$ cat config.mk
export PLATFORM = sky130hd
export DESIGN_NAME = seg_scan_driver
export DESIGN_NICKNAME = d
export VERILOG_FILES = /design/src/rtl/seg_scan_driver.sv
export SDC_FILE = /design/constraint.sdc
export NUM_CORES = 1
export LEC_CHECK = 0
export CAP_MARGIN = 20
export CORE_MARGIN = 2
export CORE_UTILIZATION = 52
export DETAILED_ROUTE_END_ITERATION = 10
export DONT_BUFFER_PORTS = 1
export PLACE_DENSITY_LB_ADDON = 0.1
export SLEW_MARGIN = 20
export SYNTH_ARGS = -nofsm -noshare
export SYNTH_HDL_FRONTEND = slang
export SYNTH_SLANG_ARGS = --single-unit
$ cat constraint.sdc
create_clock -name clk -period 4.81 [get_ports clk]
set_input_delay 1.443 -clock clk [delete_from_list [all_inputs] [get_ports clk]]
set_output_delay 1.443 -clock clk [all_outputs]
set_load 0.01 [all_outputs]
$ cat src/rtl/seg_scan_driver.sv
// Multiplexed 7-segment scan driver: shadowed digit data, prescaled digit scan,
// registered one-hot anode drive. Optional leading-zero blanking via SEG_LEADING_ZERO_BLANK_EN.

module seg_digit_enc (
  input  logic [3:0] nib,
  input  logic       hex_mode,
  input  logic       blank,
  output logic [6:0] seg
);
  always_comb begin
    seg = 7'b0000000;
    case (nib)
      4'h0: seg = 7'b1111110;
      4'h1: seg = 7'b0110000;
      4'h2: seg = 7'b1101101;
      4'h3: seg = 7'b1111001;
      4'h4: seg = 7'b0110011;
      4'h5: seg = 7'b1011011;
      4'h6: seg = 7'b1011111;
      4'h7: seg = 7'b1110000;
      4'h8: seg = 7'b1111111;
      4'h9: seg = 7'b1111011;
      4'hA: seg = hex_mode ? 7'b1110111 : 7'b0000000;
      4'hB: seg = hex_mode ? 7'b0011111 : 7'b0000000;
      4'hC: seg = hex_mode ? 7'b1001110 : 7'b0000000;
      4'hD: seg = hex_mode ? 7'b0111101 : 7'b0000000;
      4'hE: seg = hex_mode ? 7'b1001111 : 7'b0000000;
      4'hF: seg = hex_mode ? 7'b1000111 : 7'b0000000;
      default: seg = 7'b0000000;
    endcase
    if (blank) seg = 7'b0000000;
  end
endmodule

module seg_scan_driver #(
  parameter int DIGITS     = 4,
  parameter int SCAN_DIV   = 50000,
  parameter int ACTIVE_LOW = 0
) (
  input  logic                  clk,
  input  logic                  rst,
  input  logic [4*DIGITS-1:0]   num,
  input  logic [DIGITS-1:0]     dp,
  input  logic                  hex_mode,
  input  logic                  load,
  output logic [6:0]            codeout,
  output logic                  dpout,
  output logic [DIGITS-1:0]     an,
  output logic                  frame_done
);
  localparam int IW = (DIGITS > 1) ? $clog2(DIGITS) : 1;
  localparam int PW = $clog2(SCAN_DIV);
  // XOR masks give the inactive level and the polarity flip in one place
  localparam logic [6:0]        SEG_OFF = (ACTIVE_LOW != 0) ? 7'h7F : 7'h00;
  localparam logic              DP_OFF  = (ACTIVE_LOW != 0);
  localparam logic [DIGITS-1:0] AN_OFF  = (ACTIVE_LOW != 0) ? {DIGITS{1'b1}} : {DIGITS{1'b0}};

  logic [PW-1:0]             pre;
  logic [IW-1:0]             idx;
  logic [DIGITS-1:0][3:0]    shadow_num;
  logic [DIGITS-1:0]         shadow_dp;
  logic [DIGITS-1:0][6:0]    seg_code;
  logic [DIGITS-1:0]         blank;
  logic [DIGITS-1:0]         an_nxt;
  logic                      pre_wrap;
  logic                      idx_wrap;

  assign pre_wrap = (pre == PW'(SCAN_DIV - 1));
  assign idx_wrap = (idx == IW'(DIGITS - 1));

`ifdef SEG_LEADING_ZERO_BLANK_EN
  // Blank digit i when it and every more-significant digit are zero; digit 0 always lit
  for (genvar i = 0; i < DIGITS; i++) begin : g_blank
    if (i == 0) begin : g_lsd
      assign blank[i] = 1'b0;
    end else begin : g_upper
      assign blank[i] = (shadow_num[DIGITS-1:i] == '0);
    end
  end
`else
  assign blank = '0;
`endif

  for (genvar i = 0; i < DIGITS; i++) begin : g_dig
    seg_digit_enc u_enc (
      .nib      (shadow_num[i]),
      .hex_mode (hex_mode),
      .blank    (blank[i]),
      .seg      (seg_code[i])
    );
  end

  always_comb begin
    an_nxt      = '0;
    an_nxt[idx] = 1'b1;
  end

  always_ff @(posedge clk) begin
    if (rst) begin
      shadow_num <= '0;
      shadow_dp  <= '0;
    end else if (load) begin
      shadow_num <= num;
      shadow_dp  <= dp;
    end
  end

  // Outputs sample the pre-edge shadow/index, so a load lands one cycle later
  always_ff @(posedge clk) begin
    if (rst) begin
      pre        <= '0;
      idx        <= '0;
      frame_done <= 1'b0;
      codeout    <= SEG_OFF;
      dpout      <= DP_OFF;
      an         <= AN_OFF;
    end else begin
      pre        <= pre_wrap ? '0 : pre + 1'b1;
      if (pre_wrap) idx <= idx_wrap ? '0 : idx + 1'b1;
      frame_done <= pre_wrap && idx_wrap;
      codeout    <= seg_code[idx] ^ SEG_OFF;
      dpout      <= shadow_dp[idx] ^ DP_OFF;
      an         <= an_nxt ^ AN_OFF;
    end
  end
endmodule

==> results.json, run 1 <==
{
  "status": "finished, final reports clean",
  "cts-root-buf": "clkbuf_8",
  "synthSimpleGateAreaFrac": 0.2142,
  "nets": 364,
  "start_util": 0.5409,
  "die_area_um2": 6386,
  "synth-adder-area-share": 0.03132,
  "core_area_um2": 5540,
  "fin_crit_ns": 2.235,
  "synthMuxAreaShare": 0.1031,
  "die_h_um": 79.91,
  "power_density_nw_per_um2": 275.0,
  "syn_inst": 357,
  "num_io_pins": 37,
  "critPathRequiredTime_ns": 4.96,
  "cts_tree": "done",
  "synth.most_common_cell": "nor2_1",
  "grt_antenna_before_repair": 0,
  "synth_seq_cells": 51,
  "slowest_stage": "a2111oi_0",
  "postRouteAntennaNets": 0,
  "critPathTopFamily": "compound AO/OA/AOI/OAI gates",
  "yosys_warnings": 0,
  "dp_hpwl_mm": 4.287,
  "syn_nets": 386,
  "finalSetupViolations": 0,
  "dr.pass1.iters": 4,
  "grt_pass1_vias": 2154,
  "synth_top_area_share": 0.3407,
  "crit_chain": "inv_1 > a21oi_1 > o31a_1 > a2111oi_0 > a2111oi_1",
  "worst_pin_slew_ns": 0.9004,
  "drt-total-wl_mm": 6.419,
  "core.rowCount": 27,
  "final.setup.tns_ns": 0,
  "fin_worst_skew_ns": 0.01028,
  "cp_max_fo": 23,
  "clk_latency_ns": 0.31,
  "syn_area_per_cell_um2": 8.394,
  "grt_pass1_wl_mm": 10.68,
  "fin_area_um2": 3027,
  "crit_type": "input port to flip-flop",
  "synth_async_sr_flop_share": 0,
  "ys_types": 58,
  "routedWlPerCell_um": 15.73,
  "gp_congestion": 0.8134,
  "numPortBuffers": 0,
  "drive_above_1_share": 0.05952,
  "ys.flop_type": "dfxtp_1",
  "syn_to_final_growth_pct": 1.002,
  "rsz0062_at_grt": "false",
  "post-route-util": 0.5463,
  "clk_pin_slew_ns": 0.10,
  "worstPathArrival_ns": 2.39,
  "drcViolationCount": 0,
  "ctsResizeCount": 0,
  "fmax_mhz": 447.5,
  "die_w_um": 79.91,
  "synth_compound_area_frac": 0.1979,
  "placedInstanceArea_um2": 2935,
  "startpoint_type": "input port",
  "grt_overflow_total": 0,
  "synth_edf_count": 0,
  "synthesis.area_um2": 2997,
  "worst-path-buf-inv": 1,
  "grtUsageTotal": 0.2123,
  "synth_area_leaders": "dfxtp_1, mux2i_1, nor2_1",
  "synth_top_family_by_area": "simple AND/OR/NAND/NOR gates",
  "critical-path-max-stage-delay_ns": 0.37,
  "synth-seq-area-share": 0.3407,
  "clock-sinks": 51,
  "antenna-diode-count": 0,
  "synth_top_area_cell": "dfxtp_1",
  "vias_per_cell": 5.956,
  "fin_crit_sh": 0.4646,
  "endpoint_kind": "flip-flop",
  "vias": 2430,
  "power_leakage_nw": 1.120,
  "ys_top_cells_by_count": "nor2_1, dfxtp_1, a21oi_1",
  "clock_path_buffers": 2,
  "initialDrtViolationCount": 182,
  "grt_max_degree": 36,
  "numCtsBuffers": 5,
  "finalHoldViolCount": 0,
  "htree_levels": 2,
  "ir_drop_v": 0.0001354,
  "hold_path.class": "flip-flop to flip-flop",
  "report.final.slew_viol_count": 0,
  "holdBufCountCts": 0,
  "synth_xor_area_frac": 0.04969,
  "slew_headroom": 0.3989,
  "drv_cap": 0,
  "cts_setup_buffers": 0
}
[placed cells by master, fill, tap and decap left out, types with 6 or more instances in the layout]
master     instances
nor2_1            54
dfxtp_1           51
a21oi_1           34
mux2i_1           23
nand2_1           17
nor2b_1           12
o21ai_0           11
xnor2_1           10
inv_1              8
and3_1             8
xor2_1             7
nand2b_1           6
a2111oi_0          6
[sequential cells by signal (all words and copies together) (netlist names)]
| name | count |
|---|---|
| pre | 16 |
| codeout | 7 |
| idx | 2 |
| shadow_num | 16 |
| shadow_dp | 4 |
| dpout | 1 |
| frame_done | 1 |
| an | 4 |
[per-layer routing]
layer / up-vias / track usage / wire length, um
li1: 1232 / - / -
met1: 1123 / 0.3207 / 3340
met2: 71 / 0.3050 / 2686
met3: 4 / 0.03507 / 371
met4: 0 / 0.06610 / 21
met5: - / 0 / 0
[worst paths after layout]
kind	to	from	slack, ns	cells past startpoint
worst max register to register	codeout[3]	idx[0]	2.66	4
worst min register to register	pre[0]	pre[0]	0.47	1
worst max-delay path	codeout[1]	hex_mode	2.58	5
worst min-delay path	pre[0]	pre[0]	0.47	1
[worst register-to-register path, delay by kind of cell (launching register included)]
| kind | cells | cell delay [ns] |
|---|---|---|
| flops | 1 | 0.93 |
| compound gates | 2 | 0.68 |
| buf+inv | 1 | 0.38 |
| simple gates | 1 | 0.12 |
[layout make-up]
type                            count  area, um2
Sequential cell                    51       1021
Tap cell                           72      90.09
Clock buffer                        5      68.82
Inverter                           10      37.54
Multi-Input combinational cell    267       1787
Fill cell                         533       2514
Clock inverter                      3      22.52
[cells by family (layout without fill, tap and decap cells)]
family,count (synthesis),count (layout)
compound gates,89,89
xor+xnor,17,17
fa+ha+maj,8,8
buf+inv,39,18
flops,51,51
mux,27,27
simple gates,126,126
[where the power goes]
group          internal [mW]  switching [mW]
clock network          0.105           0.154
logic                 0.0524          0.0444
registers              0.441          0.0359
total                  0.598           0.235
[per-stage QoR]
step	instances	setup WS [ns]	hold slack, ns	power [mW]
final	408	2.575	0.4702	0.8324
after global routing	408	2.431	0.5303	0.8802
after CTS	408	2.585	0.4741	0.8412
after detailed placement	400	2.240	0.4464	0.5822
after global placement	400	2.265	0.4432	0.5813
after floorplan	357	2.298	0.4260	0.5768
Power figures use the tool's default switching activity.
==> run 2, diff against run 1 <==
- clock period: 4.81 -> 2.1 ns (I/O delays scaled with it)
==> run 2 against run 1 <==
Critical path depth increased by 1. Power increased by 130%. Via count increased by 1.9%. Design area increased by 1.7%. Register-to-register slack got worse by 2.3 ns. Non-clock buffer count increased by 7. Sequential share of layout area decreased by 0.56 points. Clock skew decreased by 0.0011 ns. Global-route usage decreased by 0.16 points. Wire length increased by 0.17%. Hold slack got worse by 0.085 ns. Core utilization increased by 0.93 points.
==> results.json, run 2 (synthesis gave the netlist of run 1 again) <==
{
  "routedWlPerCell_um": 15.49,
  "dp_hpwl_mm": 4.445,
  "swShare": 0.2754,
  "fin_crit_sh": 0.8517,
  "rsz0062_at_grt": "false",
  "comb_power_share": 0.128,
  "crit_type": "flip-flop to flip-flop",
  "finalHoldViolCount": 0,
  "power_leakage_nw": 1.154,
  "clk_latency_ns": 0.31,
  "dp.cells": 407,
  "endpoint_kind": "flip-flop",
  "pwr-share-clk": 0.303,
  "start_util": 0.5409,
  "grt_overflow_total": 0,
  "ctsResizeCount": 0,
  "die_area_um2": 6386,
  "num_io_pins": 37,
  "fin_cells": 415,
  "core_area_um2": 5540,
  "dr.pass1.iters": 4,
  "grt_max_degree": 36,
  "cp_max_fo": 6,
  "clock_path_buffers": 2,
  "postRouteAntennaNets": 0,
  "drive_above_1_share": 0.07580,
  "report.final.slew_viol_count": 0,
  "grt_pass1_vias": 2120,
  "timing.rr.start": "pre[0]",
  "die_w_um": 79.91,
  "grt_pass1_wl_mm": 10.58,
  "drv_cap": 0,
  "layout_common_cells": "nor2_1, dfxtp_1, a21oi_1, mux2i_1, nand2_1",
  "seqPwrFrac": 0.569,
  "endpoint": "idx[0]",
  "hold_path.class": "input port to flip-flop",
  "worst_pin_slew_ns": 0.4767,
  "finalSetupViolations": 0,
  "rr_endpoint": "idx[0]",
  "vias_per_cell": 5.966,
  "fin_worst_skew_ns": 0.009225,
  "die_h_um": 79.91,
  "p_total_mw": 1.899,
  "initialDrtViolationCount": 105,
  "ir_drop_v": 0.0003371,
  "htree_levels": 2,
  "grtUsageTotal": 0.2106,
  "power_density_nw_per_um2": 617.0,
  "crit_path_start": "pre[0]",
  "grt_antenna_before_repair": 0,
  "clk_pin_slew_ns": 0.10,
  "fin_crit_ns": 1.788,
  "top_regs": "pre x16, shadow_num x16, codeout x7",
  "r2r_slack_ns": 0.31,
  "cts_tree": "done",
  "gp_congestion": 0.8606,
  "fmax_mhz": 559.1,
  "clock-sinks": 51,
  "numCtsBuffers": 5,
  "cts-root-buf": "clkbuf_8",
  "core.rowCount": 27,
  "vias": 2476,
  "worstPathArrival_ns": 2.03,
  "final.setup.tns_ns": 0,
  "p_int_mw": 1.376,
  "hold_slack_ns": 0.3852,
  "holdPathStages": 1,
  "startpoint_type": "flip-flop",
  "holdBufCountCts": 0,
  "hp-start": "rst",
  "drt-total-wl_mm": 6.430,
  "status": "finished, final reports clean",
  "drcViolationCount": 0,
  "nets": 371,
  "final_common_cell": "nor2_1",
  "slew_headroom": 0.6818,
  "syn_to_final_growth_pct": 2.714,
  "critPathRequiredTime_ns": 2.34,
  "cts_setup_buffers": 0,
  "antenna-diode-count": 0,
  "n_fill_cell": 526,
  "p_sw_mw": 0.5229,
  "numPortBuffers": 0,
  "post-route-util": 0.5556,
  "ff2ff_path_depth": 6
}
run 2: cell types whose count changed in the layout (fill, tap and decap cells not counted):
cell      change
clkinv_2      -1
inv_6         -1
buf_4         +7
clkinv_4      +1
clkbuf_1      +1
run 2: power groups by stage:
| stage | Combinational (mW) | Sequential, mW | Clock (mW) |
|---|---|---|---|
| after floorplan | 0.259 | 1.06 | 0 |
| after global placement | 0.239 | 1.10 | 0 |
| final | 0.242 | 1.08 | 0.575 |
| after global routing | 0.274 | 1.09 | 0.642 |
| after CTS | 0.241 | 1.08 | 0.599 |
| after detailed placement | 0.240 | 1.10 | 0 |
run 2: routing by layer:
layer | GRT usage | vias to the layer above | share of wire
li1 | - | 1246 | -
met1 | 0.3153 | 1154 | 0.52
met2 | 0.3042 | 71 | 0.42
met3 | 0.04299 | 5 | 0.050
met4 | 0.05763 | 0 | 0.0096
met5 | 0 | - | 0
run 2: per-stage QoR:
stage | cell area [um2] | worst slack (ns)
finish | 3078 | 0.3115
global route | 3078 | 0.1769
detailed placement | 2988 | 0.3546
global placement | 2988 | 0.3535
CTS | 3078 | 0.3136
floorplan | 2997 | 0.4008
run 2: worst min-delay path by stage:
stage | end
finish | codeout[2]
floorplan | pre[0]
CTS | codeout[2]
global route | pre[2]
detailed placement | pre[0]
global placement | pre[0]
run 2: layout make-up:
class,count,area (um2),share of cell area
multi-input cells,267,1787,0.5805
clock inverters,2,17.52,0.005691
repair buffers,7,52.55,0.01707
clock buffers,6,72.57,0.02358
well taps,72,90.09,0.02927
inverters,10,37.54,0.01220
flip-flops and latches,51,1021,0.3317
run 2: worst max-delay path, stage by stage (launching register included):
cell and delay, ns:
dfxtp_1 0.39, ha_1 0.19, and3_1 0.30, and3_4 0.24, nand4_4 0.13, or3_1 0.33
a21oi_1 0.14
